**src/rtl/mips_pkg.sv**
```systemverilog
// Shared MIPS definitions: funct codes for the HI/LO ops and the
// multiply/divide unit's state encoding and per-op flag bundle.
package mips_pkg;

  localparam logic [5:0] FUNCT_MTHI  = 6'h11;
  localparam logic [5:0] FUNCT_MTLO  = 6'h13;
  localparam logic [5:0] FUNCT_MULT  = 6'h18;
  localparam logic [5:0] FUNCT_MULTU = 6'h19;
  localparam logic [5:0] FUNCT_DIV   = 6'h1a;
  localparam logic [5:0] FUNCT_DIVU  = 6'h1b;

  typedef enum logic [1:0] {
    IDLE = 2'd0,
    CALC = 2'd1,
    FIX  = 2'd2
  } mdu_state_t;

  // Everything the FIX step needs to know about the op, captured at accept.
  typedef struct packed {
    logic is_div;    // divide (1) or multiply (0)
    logic neg_res;   // negate product / quotient
    logic neg_rem;   // negate remainder
    logic div_zero;  // divisor was zero
    logic ovf;       // most-negative / -1 signed divide
  } mdu_flags_t;

  // True for the ops that run through the iterative datapath.
  function automatic logic is_calc_op(input logic [5:0] f);
    return (f == FUNCT_MULT) || (f == FUNCT_MULTU) ||
           (f == FUNCT_DIV)  || (f == FUNCT_DIVU);
  endfunction

endpackage

```
**src/rtl/mdu_iter_core.sv**
```systemverilog
// One-bit-per-cycle datapath: radix-2 shift-add multiply or restoring
// divide on unsigned WIDTH-bit magnitudes, result held in a 2*WIDTH
// accumulator. Multiply leaves the product; divide leaves
// {remainder, quotient}.
module mdu_iter_core #(
  parameter int WIDTH = 32
) (
  input  logic               clk,
  input  logic               reset,
  input  logic               load,      // latch operands, clear accumulator top
  input  logic               step,      // perform one iteration
  input  logic               mode_div,  // sampled with load: 1 = divide
  input  logic [WIDTH-1:0]   op_a,      // multiplicand / dividend
  input  logic [WIDTH-1:0]   op_b,      // multiplier / divisor
  output logic [2*WIDTH-1:0] acc
);

  logic [2*WIDTH-1:0] acc_q, acc_d;
  logic [WIDTH-1:0]   opnd_q, opnd_d;   // multiplicand or divisor
  logic               mode_q, mode_d;
  logic [WIDTH:0]     mul_sum;
  logic [WIDTH:0]     trial;

  // Next-state for one iteration, or operand load.
  always_comb begin
    // NOTE: every signal gets a default first so no path leaves it unassigned and a latch is inferred.
    acc_d  = acc_q;
    opnd_d = opnd_q;
    mode_d = mode_q;
    mul_sum = {1'b0, acc_q[2*WIDTH-1:WIDTH]} +
              {1'b0, (acc_q[0] ? opnd_q : {WIDTH{1'b0}})};
    trial   = acc_q[2*WIDTH-1:WIDTH-1] - {1'b0, opnd_q};

    if (load) begin
      mode_d = mode_div;
      opnd_d = mode_div ? op_b : op_a;
      acc_d  = {{WIDTH{1'b0}}, (mode_div ? op_a : op_b)};
    end else if (step) begin
      if (!mode_q) begin
        // Add multiplicand when the current multiplier bit is set, then shift right.
        acc_d = {mul_sum, acc_q[WIDTH-1:1]};
      end else if (!trial[WIDTH]) begin
        // Shifted remainder >= divisor: keep the difference, quotient bit 1.
        acc_d = {trial[WIDTH-1:0], acc_q[WIDTH-2:0], 1'b1};
      end else begin
        // Restore: keep the shifted remainder, quotient bit 0.
        acc_d = {acc_q[2*WIDTH-2:0], 1'b0};
      end
    end
  end

  // Datapath registers.
  always_ff @(posedge clk or posedge reset) begin
    // NOTE: datapath flops are reset too so nothing undefined reaches hi/lo after reset.
    if (reset) begin
      acc_q  <= '0;
      opnd_q <= '0;
      mode_q <= 1'b0;
    end else begin
      // NOTE: non-blocking assignments here so all flops update together from pre-edge values.
      acc_q  <= acc_d;
      opnd_q <= opnd_d;
      mode_q <= mode_d;
    end
  end

  assign acc = acc_q;

endmodule

```
**src/rtl/mult_div_unit.sv**
```systemverilog
// Multi-cycle multiply/divide unit owning HI/LO. FSM IDLE -> CALC
// (WIDTH iterations) -> FIX (sign correction, special cases, HI/LO write).
module mult_div_unit
  import mips_pkg::*;
#(
  parameter int WIDTH = 32
) (
  input  logic             clk,
  input  logic             reset,
  input  logic             start,
  input  logic [5:0]       funct,
  input  logic [WIDTH-1:0] rs_content,
  input  logic [WIDTH-1:0] rt_content,
  input  logic             cancel,
  output logic             busy,
  output logic             done,
  output logic [WIDTH-1:0] hi,
  output logic [WIDTH-1:0] lo
);

  localparam int CNT_W = $clog2(WIDTH + 1);
  localparam logic [WIDTH-1:0] MOST_NEG = {1'b1, {(WIDTH-1){1'b0}}};
  localparam logic [CNT_W-1:0] LAST_ITER = CNT_W'(WIDTH - 1);

  mdu_state_t         state_q, state_d;
  logic [CNT_W-1:0]   cnt_q, cnt_d;
  logic [WIDTH-1:0]   hi_q, hi_d;
  logic [WIDTH-1:0]   lo_q, lo_d;
  logic               done_q, done_d;
  mdu_flags_t         flags_q, flags_d;
  logic [WIDTH-1:0]   rs_raw_q, rs_raw_d;   // raw dividend for divide-by-zero

  logic               accept;
  logic               calc_go;
  logic               in_div;
  logic               in_signed;
  logic               rs_neg;
  logic               rt_neg;
  logic [WIDTH-1:0]   mag_a;
  logic [WIDTH-1:0]   mag_b;
  logic [2*WIDTH-1:0] acc;
  logic [2*WIDTH-1:0] prod;
  logic [WIDTH-1:0]   quot;
  logic [WIDTH-1:0]   rem;
  logic [WIDTH-1:0]   fix_hi;
  logic [WIDTH-1:0]   fix_lo;

  // Decode the incoming request and convert signed operands to magnitudes.
  always_comb begin
    accept    = (state_q == IDLE) && start && !cancel;
    calc_go   = accept && is_calc_op(funct);
    in_div    = (funct == FUNCT_DIV) || (funct == FUNCT_DIVU);
    in_signed = (funct == FUNCT_MULT) || (funct == FUNCT_DIV);
    rs_neg    = in_signed && rs_content[WIDTH-1];
    rt_neg    = in_signed && rt_content[WIDTH-1];
    mag_a     = rs_neg ? (~rs_content + 1'b1) : rs_content;
    mag_b     = rt_neg ? (~rt_content + 1'b1) : rt_content;
  end

  mdu_iter_core #(
    .WIDTH (WIDTH)
  ) u_core (
    .clk      (clk),
    .reset    (reset),
    .load     (calc_go),
    .step     (state_q == CALC),
    .mode_div (in_div),
    .op_a     (mag_a),
    .op_b     (mag_b),
    .acc      (acc)
  );

  // Final HI/LO values from the accumulator, sign flags and special cases.
  always_comb begin
    prod   = flags_q.neg_res ? (~acc + 1'b1) : acc;
    quot   = acc[WIDTH-1:0];
    rem    = acc[2*WIDTH-1:WIDTH];
    fix_hi = prod[2*WIDTH-1:WIDTH];
    fix_lo = prod[WIDTH-1:0];
    if (flags_q.is_div) begin
      if (flags_q.div_zero) begin
        fix_lo = {WIDTH{1'b1}};
        fix_hi = rs_raw_q;
      end else if (flags_q.ovf) begin
        fix_lo = MOST_NEG;
        fix_hi = '0;
      end else begin
        fix_lo = flags_q.neg_res ? (~quot + 1'b1) : quot;
        fix_hi = flags_q.neg_rem ? (~rem + 1'b1) : rem;
      end
    end
  end

  // FSM, iteration counter and HI/LO write control.
  always_comb begin
    state_d  = state_q;
    cnt_d    = cnt_q;
    hi_d     = hi_q;
    lo_d     = lo_q;
    done_d   = 1'b0;
    flags_d  = flags_q;
    rs_raw_d = rs_raw_q;

    unique case (state_q)
      IDLE: begin
        if (calc_go) begin
          state_d          = CALC;
          cnt_d            = '0;
          rs_raw_d         = rs_content;
          flags_d.is_div   = in_div;
          flags_d.neg_res  = rs_neg ^ rt_neg;
          flags_d.neg_rem  = rs_neg;
          flags_d.div_zero = (rt_content == '0);
          flags_d.ovf      = in_signed && in_div &&
                             (rs_content == MOST_NEG) &&
                             (rt_content == {WIDTH{1'b1}});
        end else if (accept && (funct == FUNCT_MTHI)) begin
          hi_d = rs_content;
        end else if (accept && (funct == FUNCT_MTLO)) begin
          lo_d = rs_content;
        end
      end
      CALC: begin
        if (cancel) begin
          state_d = IDLE;
          cnt_d   = '0;
        end else begin
          cnt_d = cnt_q + 1'b1;
          if (cnt_q == LAST_ITER) begin
            state_d = FIX;
          end
        end
      end
      FIX: begin
        state_d = IDLE;
        cnt_d   = '0;
        if (!cancel) begin
          hi_d   = fix_hi;
          lo_d   = fix_lo;
          done_d = 1'b1;
        end
      end
      default: begin
        state_d = IDLE;
        cnt_d   = '0;
      end
    endcase
  end

  // Control and architectural registers.
  always_ff @(posedge clk or posedge reset) begin
    if (reset) begin
      state_q  <= IDLE;
      cnt_q    <= '0;
      hi_q     <= '0;
      lo_q     <= '0;
      done_q   <= 1'b0;
      flags_q  <= '0;
      rs_raw_q <= '0;
    end else begin
      state_q  <= state_d;
      cnt_q    <= cnt_d;
      hi_q     <= hi_d;
      lo_q     <= lo_d;
      done_q   <= done_d;
      flags_q  <= flags_d;
      rs_raw_q <= rs_raw_d;
    end
  end

  assign busy = (state_q != IDLE);
  assign done = done_q;
  assign hi   = hi_q;
  assign lo   = lo_q;

endmodule

```
**config.mk**
```make
export PLATFORM = sky130hd
export DESIGN_NAME = mult_div_unit
export DESIGN_NICKNAME = d
export VERILOG_FILES = /design/src/rtl/mips_pkg.sv /design/src/rtl/mdu_iter_core.sv /design/src/rtl/mult_div_unit.sv
export SDC_FILE = /design/constraint.sdc
export NUM_CORES = 1
export LEC_CHECK = 0
export CORE_MARGIN = 2
export CORE_UTILIZATION = 35
export DETAILED_ROUTE_END_ITERATION = 7
export DONT_BUFFER_PORTS = 1
export PLACE_DENSITY = 0.56
export SYNTH_ARGS = -nofsm -noshare
export SYNTH_HDL_FRONTEND = slang
export SYNTH_SLANG_ARGS = --single-unit
export TNS_END_PERCENT = 10
```
**constraint.sdc**
```tcl
create_clock -name clk -period 6.3 [get_ports clk]
set_input_delay 0.63 -clock clk [delete_from_list [all_inputs] [get_ports clk]]
set_output_delay 0.63 -clock clk [all_outputs]
set_load 0.1 [all_outputs]
```
==> results.md, run 1 <==
* Switching Power at approximately 0.0041 W
* CTS tree: yes
* Startpoint types: flop
* Clk buf depth at 3
* Routed wire per std cell at approximately 25 um
* Antenna viol nets, final at 0
* Area of the multi-input gates at around 11000 um^2
* Metal2 WL at just over 30 mm
* Design area at 18400 um^2
* Cells on Worst Hold Path at 2
* Placement Setup Slack at ~1800 ps
* CP endpoint kind: flop
* Final WS setup at 1710 ps
* Minimum clock period at between 4000 and 5000 ps
* Worst Hold Launch: rs_content[2]
* Hold Crit Endpoint: rs_raw_q[2]
* Mean Syn Cell Area at 7.78 um^2
* CTS Root Cell: clkbuf_16
* Yosys top cell by area: dfrtp_1
* Crit-path leading delay family: compound AO/OA/AOI/OAI gates
* Peak VDD IR at 0.257 mV
* Uppermost layer routed: met5
* Syn nets at between 2k and 2.5k
* Clk pwr share at 0.183
* Setup slack, reg-to-reg at 1710 ps
* Yosys top cell area share at 0.302
* RR Endpoint: u_core.acc[41]
* Gr ovfl total at 0
* Worst path bufs/invs at 2
* Skew-Pair Late Insertion Delay at between 500 and 600 ps
* Post-Route WL at 68.4 mm
* Num rows at between 80 and 90
* Syn Inst Count at ~2.2k
* Slew @ Worst Pin at approximately 1100 ps
* Flop pwr share at 0.353
* Kind of critical path: reg2reg
* Placed cell areas at ~18000 um^2
* RD Place Congestion at between 0.9 and 1
* Final hold vios at 0
* Syn. warnings at 0
* Slowest stage cell on the critical path: xor2_4
* DRC viols at 0
* Max_cap viols at 0
* Logic pwr share at 0.464
* Synth cell types at 83
* R2R cell count at 14
* First-pass GRT wire length at roughly 100 mm
* Pre-Repair DR Iteration Count at 5
* CP cell instances: inv_1 -> ha_1 -> fa_1 -> nor2b_1 -> o211ai_1 -> a31oi_1 -> a211oi_2 -> o21ai_1 -> a41oi_2 -> xor2_4 -> buf_4 -> mux2_2 -> a21oi_1 -> o21ai_0
* Vias in the first global route at 15.6k
* Setup tns final at 0 ps
* H-tree Lvls at 1
* CP required at roughly 6700 ps
* Setup repair after global routing missed its margin: false
* # IOs at 140
* Core area at 48600 um^2
* CP arrival at 4990 ps
* WL met3 at 5.50 mm
* Pin count of the biggest net entering global routing at between 90 and 100
* Leakage Power at roughly 7.7 nW
* Pwr/cell area at between 400 and 500 nW/um^2
* FMAX at 218 MHz
* Initial core utilization at 0.353
* Nets at between 2k and 2.5k
* M1 WL at 28.1 mm
* Fin crit share at 0.729
* Max FO, Critical Path at 28
* Finished Core Util at 0.378
* Fillers at 5049
* Status: finished clean
* Share of cells above drive strength 1 at 0.0586
* CTS Sinks at around 210
* Hold WC Path Type: in2reg
* P&R area growth vs syn at 7.20%
* Most common cell after layout, fill and taps aside: nand2_1
* Post-synth ARST share at 1.00
* HPWL Detailed at about 51 mm
* #FFs+latches synth at slightly above 200
* Final Setup Violations at 0
* Diodes inserted at 0
* Chip width at 225 um
* Largest cells by area after synthesis: dfrtp_1 30%, nand2_1 7.0%, a21oi_1 5.8%
* Clock slew at reported path FFs at about 70 ps
* Port Buffers at 0
* Predominant post-synthesis flop cell: dfrtp_1
* Switch share at 0.499
* Post-Route Skew at about 23 ps
* Global Route Usage Sum at 0.263
* Post-synth EDFFs at 0
* Cell area after synthesis at 17200 um^2
* CP max stage delay at roughly 800 ps
* Post-cts repair resize count at 0
* Initial DRC Count at between 1.5k and 2k
* Num CTS Buffers at 26
* Register area at 5180 um^2
* Reg2reg start: u_core.acc[31]
* Int Power at a little over 0.004 W
* Via count at 16.7k
* Seq/Total Area, Yosys at 0.302
* Most frequent cells in the layout: 318 x nand2_1, 205 x dfrtp_1, 202 x nor2_1
* Die height at roughly 230 um
* Max-slew violation count at 0
* Vias per inst at 6.09
* Tot Pwr at 0.00817 W
* Initial antenna violation count at 1
* Die area at 50800 um^2
* Slew headroom at 0.251
[timing repair]
action | 4_1_cts | 5_1_grt
endpoints found under the hold margin | 10 | 0
setup endpoints to repair | 0 | 0
hold buffers | 1 | 0
setup buffers | 0 | 0
[how the worst max path moves through the flow]
stage | cells after the start | endpoint | slack [ps] | startpoint
2_1_floorplan | 1 | cnt_q[0] | 20 | reset
3_3_place_gp | 14 | u_core.acc[41] | 1930 | u_core.acc[31]
3_5_place_dp | 14 | u_core.acc[41] | 1830 | u_core.acc[31]
4_1_cts | 14 | u_core.acc[41] | 1800 | u_core.acc[31]
5_1_grt | 14 | u_core.acc[41] | 1440 | u_core.acc[31]
6_report | 14 | u_core.acc[41] | 1710 | u_core.acc[31]
[power by group through the flow]
| stage | combinational (W) | sequential (W) | clock, W |
|---|---|---|---|
| finish | 0.00379 | 0.00288 | 0.00150 |
| global route | 0.00419 | 0.00292 | 0.00157 |
| CTS | 0.00373 | 0.00287 | 0.00152 |
| detailed placement | 0.00370 | 0.00289 | 0 |
| global placement | 0.00368 | 0.00288 | 0 |
| floorplan | 0.00315 | 0.00241 | 0 |
[final cells by class]
cell class / count / share of cell area
clock buffer: 36 / 0.0406
clock inverter: 7 / 0.00476
inverter: 68 / 0.0143
multi-input combinational: 1773 / 0.606
sequential: 207 / 0.282
tap: 622 / 0.0423
timing repair buffer: 25 / 0.0103
[worst reg2reg max path, cell delays in order, from the launching register on]
cell	delay [ps]
dfrtp_1	480
inv_1	120
ha_1	240
fa_1	410
nor2b_1	240
o211ai_1	150
a31oi_1	300
a211oi_2	160
o21ai_1	360
a41oi_2	240
xor2_4	820
buf_4	330
mux2_2	350
a21oi_1	140
o21ai_0	90
[state kept, by name (all words and copies together) (netlist names)]
register and count:
hi 32, u_core.opnd_q 32, u_core.acc 64, cnt_q 6, state_q 2, rs_raw_q 32
flags_q 5, lo 32, u_core.mode_q 1, done 1
[logic make-up after synthesis]
logic type,share of synthesized area
mux,0.0330
flops,0.302
simple gates,0.204
compound gates,0.258
fa+ha+maj,0.0533
xor+xnor,0.0984
buf+inv,0.0512
[metrics by stage]
| step | cells | hold WS [ps] |
|---|---|---|
| after global routing | 2738 | 160 |
| after floorplan | 2206 | 439 |
| after detailed placement | 2694 | 465 |
| after CTS | 2738 | 156 |
| final | 2738 | 172 |
| after global placement | 2694 | 459 |
[metal layers]
layer | track usage | vias to the layer above
li1 | - | 7713
met1 | 0.347 | 8050
met2 | 0.414 | 750
met3 | 0.0450 | 153
met4 | 0.133 | 2
met5 | 0 | -
[Yosys cell counts, drive strengths merged (8+ instances only)]
master	n
clkbuf	135
nand3	50
inv	67
o31ai	56
or4	14
a21oi	200
nor2b	14
a211oi	19
a22o	9
o221ai	37
ha	70
o41ai	16
buf	23
o211ai	22
or3	19
a31oi	19
nand2	320
a21o	25
a221oi	20
o21bai	9
or2	14
nor4	22
xor2	80
and2	13
nor3	32
and3	10
o21ai	182
xnor2	112
nor3b	8
nand4	17
nand2b	16
a221o	9
nor2	204
a22oi	11
o21a	8
dfrtp	207
o211a	8
mux2i	51
Note: power is estimated with default switching activity, not from simulation.
==> run 2, diff against run 1 <==
Settings changed: PLACE_DENSITY 0.56 to 0.54.
Clock period 6.3 ns to 4.7 ns, I/O delays scaled along.
==> run 2 against run 1 <==
Non-clock buffer count up 44; register-to-register slack got worse by 1000 ps; wire length is 4.1% higher; die area unchanged; global-route usage up 1.1 points; critical path depth did not move; highest routed layer is now met4.
==> results.md, run 2 (same netlist as run 1, synthesis figures left out) <==
* Status: finished clean
* Core area at 48600 um^2 (unchanged)
* # IOs at 140 (unchanged)
* Slew @ Worst Pin at 1200 ps (+73.1 ps)
* HPWL Detailed at 53.3 mm (+3.8%)
* Port Buffers at 0 (unchanged)
* CP cell instances: inv_1 -> ha_1 -> fa_1 -> nor2b_1 -> o211ai_1 -> a31oi_1 -> a211oi_2 -> o21ai_1 -> a41oi_2 -> xor2_4 -> buf_4 -> a2111oi_0 -> a21oi_1 -> o21ai_0
* Area of the multi-input gates at 11200 um^2 (unchanged)
* P&R area growth vs syn at 9.98%
* Num CTS Buffers at 27 (+3.8%)
* CP max stage delay at 580 ps (-240 ps)
* Die height at 225 um (unchanged)
* Pwr/cell area at 596 nW/um^2 (+34%)
* GR Layer Usage met2 at 0.433 (+0.0185)
* CTS Sinks at 207 (unchanged)
* Antenna viol nets, final at 0 (unchanged)
* CP required at 5190 ps (-1500 ps)
* H-tree Lvls at 1 (unchanged)
* FMAX at 250 MHz (+15%)
* Critical Path Stages at 14 (unchanged)
* Slew headroom at 0.202 (-0.0488)
* Diodes inserted at 0 (unchanged)
* Chip width at 225 um (unchanged)
* Setup tns final at 0 ps (unchanged)
* Met3 Use GR at 0.0385 (-0.00652)
* Setup Fix Bufs, Post-CTS at 0 (unchanged)
* Num rows at 81 (unchanged)
* Via count at 17.0k (+1.9%)
* CTS tree: yes
* GR peak layer: met2
* Post-cts repair resize count at 0 (unchanged)
* Most frequent cells in the layout: 318 x nand2_1, 205 x dfrtp_1, 202 x nor2_1
* WHS at 23.1 ps (-149 ps)
* Max FO, Critical Path at 20 (-29%)
* Grt met1 use at 0.373 (+0.0258)
* Fillers at 4991 (-1.1%)
* RD Place Congestion at 0.932 (+1.0%)
* Final Non-Filler Cells at 2785 (+1.7%)
* First-pass GRT wire length at 105 mm (+3.7%)
* Skew-Pair Late Insertion Delay at 580 ps (about the same)
* Max-slew violation count at 0 (unchanged)
* Final hold vios at 0 (unchanged)
* Clock slew at reported path FFs at 60 ps (about the same)
* Register area at 5180 um^2 (unchanged)
* Die area at 50800 um^2 (unchanged)
* Peak VDD IR at 0.365 mV (+42%)
* Post-Place Cells at 2712 (+0.67%)
* Setup repair after global routing missed its margin: false
* Number of flip-flops in the largest register at 64 (unchanged)
* Design area at 18900 um^2 (+2.6%)
* Gr ovfl total at 0 (unchanged)
* Vias per inst at 6.10 (+0.22%)
* Clk buf depth at 3 (unchanged)
* Placed cell areas at 17700 um^2 (+0.96%)
* CP endpoint kind: flop
* Nets at 2292 (+2.0%)
* Share of cells above drive strength 1 at 0.0670 (+0.00844)
* Global Route Usage Sum at 0.274 (+0.0106)
* CTS Root Cell: clkbuf_16
* Startpoint types: flop
* CTS Hold Bufs at 27 (+26)
* Minimum clock period at 4010 ps (-587 ps)
* Setup slack, reg-to-reg at 690 ps (-1010 ps)
* Initial antenna violation count at 1 (unchanged)
* Leakage Power at 7.88 nW (+3.0%)
* Hold WC Path Type: in2reg
* Tot Pwr at 0.0113 W (+38%)
* Cells on Worst Hold Path at 2 (unchanged)
* Slowest stage cell on the critical path: a2111oi_0
* DRC viols at 0 (unchanged)
* Fin crit share at 0.852 (+0.123)
* Pin count of the biggest net entering global routing at 89 (-10%)
* Worst path bufs/invs at 2 (unchanged)
* R2R cell count at 14 (unchanged)
* Most common cell after layout, fill and taps aside: nand2_1
* Final Setup Violations at 0 (unchanged)
* Vias in the first global route at 16.0k (+3.0%)
* Post-Route WL at 71.1 mm (+4.1%)
* Routed wire per std cell at 25.5 um (+2.3%)
* Kind of critical path: reg2reg
* Initial core utilization at 0.353 (unchanged)
* Post-Route Skew at 16.1 ps (-7.37 ps)
* CP arrival at 4500 ps (-490 ps)
* Crit-path leading delay family: compound AO/OA/AOI/OAI gates
* Initial DRC Count at 1780 (-2.6%)
* Pre-Repair DR Iteration Count at 5 (unchanged)
* Max_cap viols at 0 (unchanged)
-- run 2: worst paths after layout --
path | startpoint | endpoint
setup reg to reg | u_core.acc[31] | u_core.acc[60]
min in group asynchronous | reset | u_core.acc[8]
max in group asynchronous | reset | flags_q[3]
hold / removal | rs_content[6] | rs_raw_q[6]
hold reg to reg | rs_raw_q[21] | rs_raw_q[21]
setup / recovery | u_core.acc[31] | u_core.acc[60]
-- run 2: worst reg2reg max path: stages (launching register included) --
cell and delay, ps:
dfrtp_1 540, inv_1 110, ha_1 240, fa_1 390
nor2b_1 210, o211ai_1 140, a31oi_1 290, a211oi_2 160
o21ai_1 340, a41oi_2 230, xor2_4 200, buf_4 250
a2111oi_0 580, a21oi_1 150, o21ai_0 100
-- run 2: layout make-up --
| class | instances | area share |
|---|---|---|
| Multi-Input combinational cell | 1773 | 0.591 |
| Sequential cell | 207 | 0.274 |
| Tap cell | 622 | 0.0412 |
| Clock buffer | 33 | 0.0380 |
| Timing Repair Buffer | 69 | 0.0330 |
| Clock inverter | 13 | 0.00875 |
| Inverter | 68 | 0.0137 |
-- run 2: metal layers --
layer / up-vias / share of wire
met4: 0 / 0.050
met1: 8279 / 0.42
li1: 7818 / -
met5: - / 0
met2: 761 / 0.45
met3: 134 / 0.076
-- run 2: per-stage QoR --
step           utilization  setup WS, ps
6_report             0.388           694
3_5_place_dp         0.364           766
4_1_cts              0.388           726
2_1_floorplan            -          1250
3_3_place_gp         0.364           789
5_1_grt              0.388           392
-- run 2: where the power goes --
group | switching [W] | internal [W] | total [W]
Clock | 0.000897 | 0.00125 | 0.00215
Combinational | 0.00318 | 0.00220 | 0.00537
Sequential | 0.00153 | 0.00220 | 0.00374
Total | 0.00560 | 0.00565 | 0.0113
==> run 3, diff against run 2 <==
Settings changed: CTS_CLUSTER_SIZE set to 25.
Clock period 4.7 ns to 4.75 ns, I/O delays scaled along.
==> run 3 against run 2 <==
Worst hold slack got worse by 7.3 ps; via count is 0.89% lower; count of clock-buffer cells in the layout grew 6; clock skew is 9.3 ps higher; highest routed layer unchanged.
==> results.md, run 3 (same netlist as run 1, synthesis figures left out) <==
* Initial antenna violation count at 0 (-1)
* Most common cell after layout, fill and taps aside: nand2_1
* Hold WC Path Type: in2reg
* CP max stage delay at 480 ps (-100 ps)
* P&R area growth vs syn at 9.07%
* Port Buffers at 0 (unchanged)
* Chip width at 225 um (unchanged)
* Clk pwr share at 0.184 (-0.007)
* Pin count of the biggest net entering global routing at 157 (+76%)
* Int Power at 0.00554 W (-1.9%)
* Slowest stage cell on the critical path: dfrtp_1
* Via count at 16.8k (-0.89%)
* Leakage Power at 7.82 nW (-0.85%)
* Initial core utilization at 0.353 (unchanged)
* Skew-Pair Late Insertion Delay at 590 ps (about the same)
* Cells on Worst Hold Path at 2 (unchanged)
* Flop pwr share at 0.328 (-0.004)
* Pre-Repair DR Iteration Count at 5 (unchanged)
* Final WS setup at 725 ps (+31.3 ps)
* FMAX at 248 MHz (-0.46%)
* Worst Hold Launch: rs_content[4]
* Vias in the first global route at 15.8k (-1.5%)
* Max-slew violation count at 0 (unchanged)
* CP required at 5200 ps (about the same)
* Max_cap viols at 0 (unchanged)
* Clk buf depth at 3 (unchanged)
* Startpoint types: flop
* HPWL Detailed at 53.3 mm (about the same)
* Placement Setup Slack at 783 ps (+17.4 ps)
* Most frequent cells in the layout: 318 x nand2_1, 205 x dfrtp_1, 202 x nor2_1
* Num CTS Buffers at 27 (unchanged)
* Core area at 48600 um^2 (unchanged)
* CP cell instances: inv_1 -> ha_1 -> fa_1 -> nor2b_1 -> o211ai_1 -> a31oi_1 -> a211oi_2 -> o21ai_1 -> a41oi_2 -> xor2_4 -> buf_12 -> nor2_1 -> a222oi_1 -> o21ai_0
* Share of cells above drive strength 1 at 0.0669 (-0.000153)
* Antenna viol nets, final at 0 (unchanged)
* Setup repair after global routing missed its margin: false
* Placed cell areas at 17700 um^2 (-0.16%)
* Peak VDD IR at 0.310 mV (-15%)
* First-pass GRT wire length at 104 mm (-0.95%)
* Gr ovfl total at 0 (unchanged)
* Reg2reg start: u_core.acc[31]
* Num rows at 81 (unchanged)
* Initial DRC Count at 1526 (-14%)
* Number of flip-flops in the largest register at 64 (unchanged)
* Critical Path Stages at 14 (unchanged)
* H-tree Lvls at 1 (unchanged)
* Slew headroom at 0.231 (+0.0288)
* Clock slew at reported path FFs at 60 ps (about the same)
* Setup Fix Bufs, Post-CTS at 0 (unchanged)
* DRC viols at 0 (unchanged)
* Routed wire per std cell at 25.4 um (-0.69%)
* Kind of critical path: reg2reg
* Pwr/cell area at 593 nW/um^2 (-0.45%)
* Slew @ Worst Pin at 1140 ps (-53.7 ps)
* CP arrival at 4470 ps (-30 ps)
* Global Route Usage Sum at 0.272 (-0.00122)
* Post-cts repair resize count at 0 (unchanged)
* Max FO, Critical Path at 31 (+55%)
* # IOs at 140 (unchanged)
* Status: finished clean
* Final hold vios at 0 (unchanged)
* Vias per inst at 6.07 (-0.57%)
* Final Setup Violations at 0 (unchanged)
* CTS Sinks at 207 (unchanged)
* RD Place Congestion at 0.963 (+3.3%)
* Fin crit share at 0.847 (-0.00504)
* Post-Route Skew at 25.4 ps (+9.30 ps)
* CTS Root Cell: clkbuf_16
* Crit-path leading delay family: compound AO/OA/AOI/OAI gates
* CTS tree: yes
* Die height at 225 um (unchanged)
* Die area at 50800 um^2 (unchanged)
* Switch share at 0.501 (+0.00324)
* R2R cell count at 14 (unchanged)
* Crit. Startpoint: u_core.acc[31]
* Minimum clock period at 4020 ps (+18.7 ps)
* CP endpoint kind: flop
* Design area at 18700 um^2 (-0.82%)
* Worst path bufs/invs at 2 (unchanged)
* Logic pwr share at 0.488 (+0.011)
* Switching Power at 0.00557 W (-0.62%)
* Setup tns final at 0 ps (unchanged)
* Nets at 2279 (-0.57%)
* Post-Route WL at 70.4 mm (-1.0%)
run 3: cell count changes in the layout (fill, tap and decap cells not counted), moves of 2 or more:
cell and delta:
clkinv_4 +2, clkbuf_1 +2, clkinv_2 -2, clkbuf_8 +4, bufinv_16 -3, dlygate4sd3_1 -11
run 3: power by group through the flow:
stage               clock network [W]  logic (W)  registers, W
floorplan                           0    0.00418       0.00320
global placement                    0    0.00531       0.00365
detailed placement                  0    0.00531       0.00366
CTS                           0.00207    0.00536       0.00363
global route                  0.00213    0.00596       0.00370
finish                        0.00205    0.00543       0.00364
run 3: worst register-to-register path, cell delays in order, from the launching register on:
cell      delay, ps
dfrtp_1         480
inv_1           120
ha_1            240
fa_1            400
nor2b_1         220
o211ai_1        150
a31oi_1         280
a211oi_2        150
o21ai_1         350
a41oi_2         230
xor2_4          400
buf_12          250
nor2_1          130
a222oi_1        330
o21ai_0         150
run 3: final cells by class:
class,count,area (um^2)
repair buffers,56,485
flip-flops and latches,207,5180
inverters,68,259
fillers,5095,29900
clock buffers,39,781
clock inverters,10,82.6
well taps,622,778
multi-input cells,1773,11200
diodes,1,2.50
run 3: repair_timing:
item	CTS	global route
endpoints found under the setup margin	0	0
hold buffers	16	0
hold endpoints to repair	17	0
run 3: metrics by stage:
step,total power [W],hold WS [ps],cells,utilization
4_1_cts,0.0111,0.432,2775,0.385
5_1_grt,0.0118,7.55,2775,0.385
3_5_place_dp,0.00897,259,2710,0.364
3_3_place_gp,0.00895,262,2710,0.364
6_report,0.0111,15.7,2776,0.385
2_1_floorplan,0.00738,439,2206,-
run 3: final timing paths:
kind                             endpoint  slack (ps)
hold reg to reg              rs_raw_q[24]         480
setup / recovery           u_core.acc[54]         730
hold / removal                rs_raw_q[4]          20
setup reg to reg           u_core.acc[54]         730
min in group asynchronous   u_core.acc[6]         280
max in group asynchronous   u_core.mode_q        3270
run 3: per-layer routing:
layer,track usage,part of all wire,up-vias
met4,0.131,0.055,0
met5,0,0,-
met3,0.0370,0.068,132
met1,0.367,0.42,8238
li1,-,-,7791
met2,0.430,0.45,679
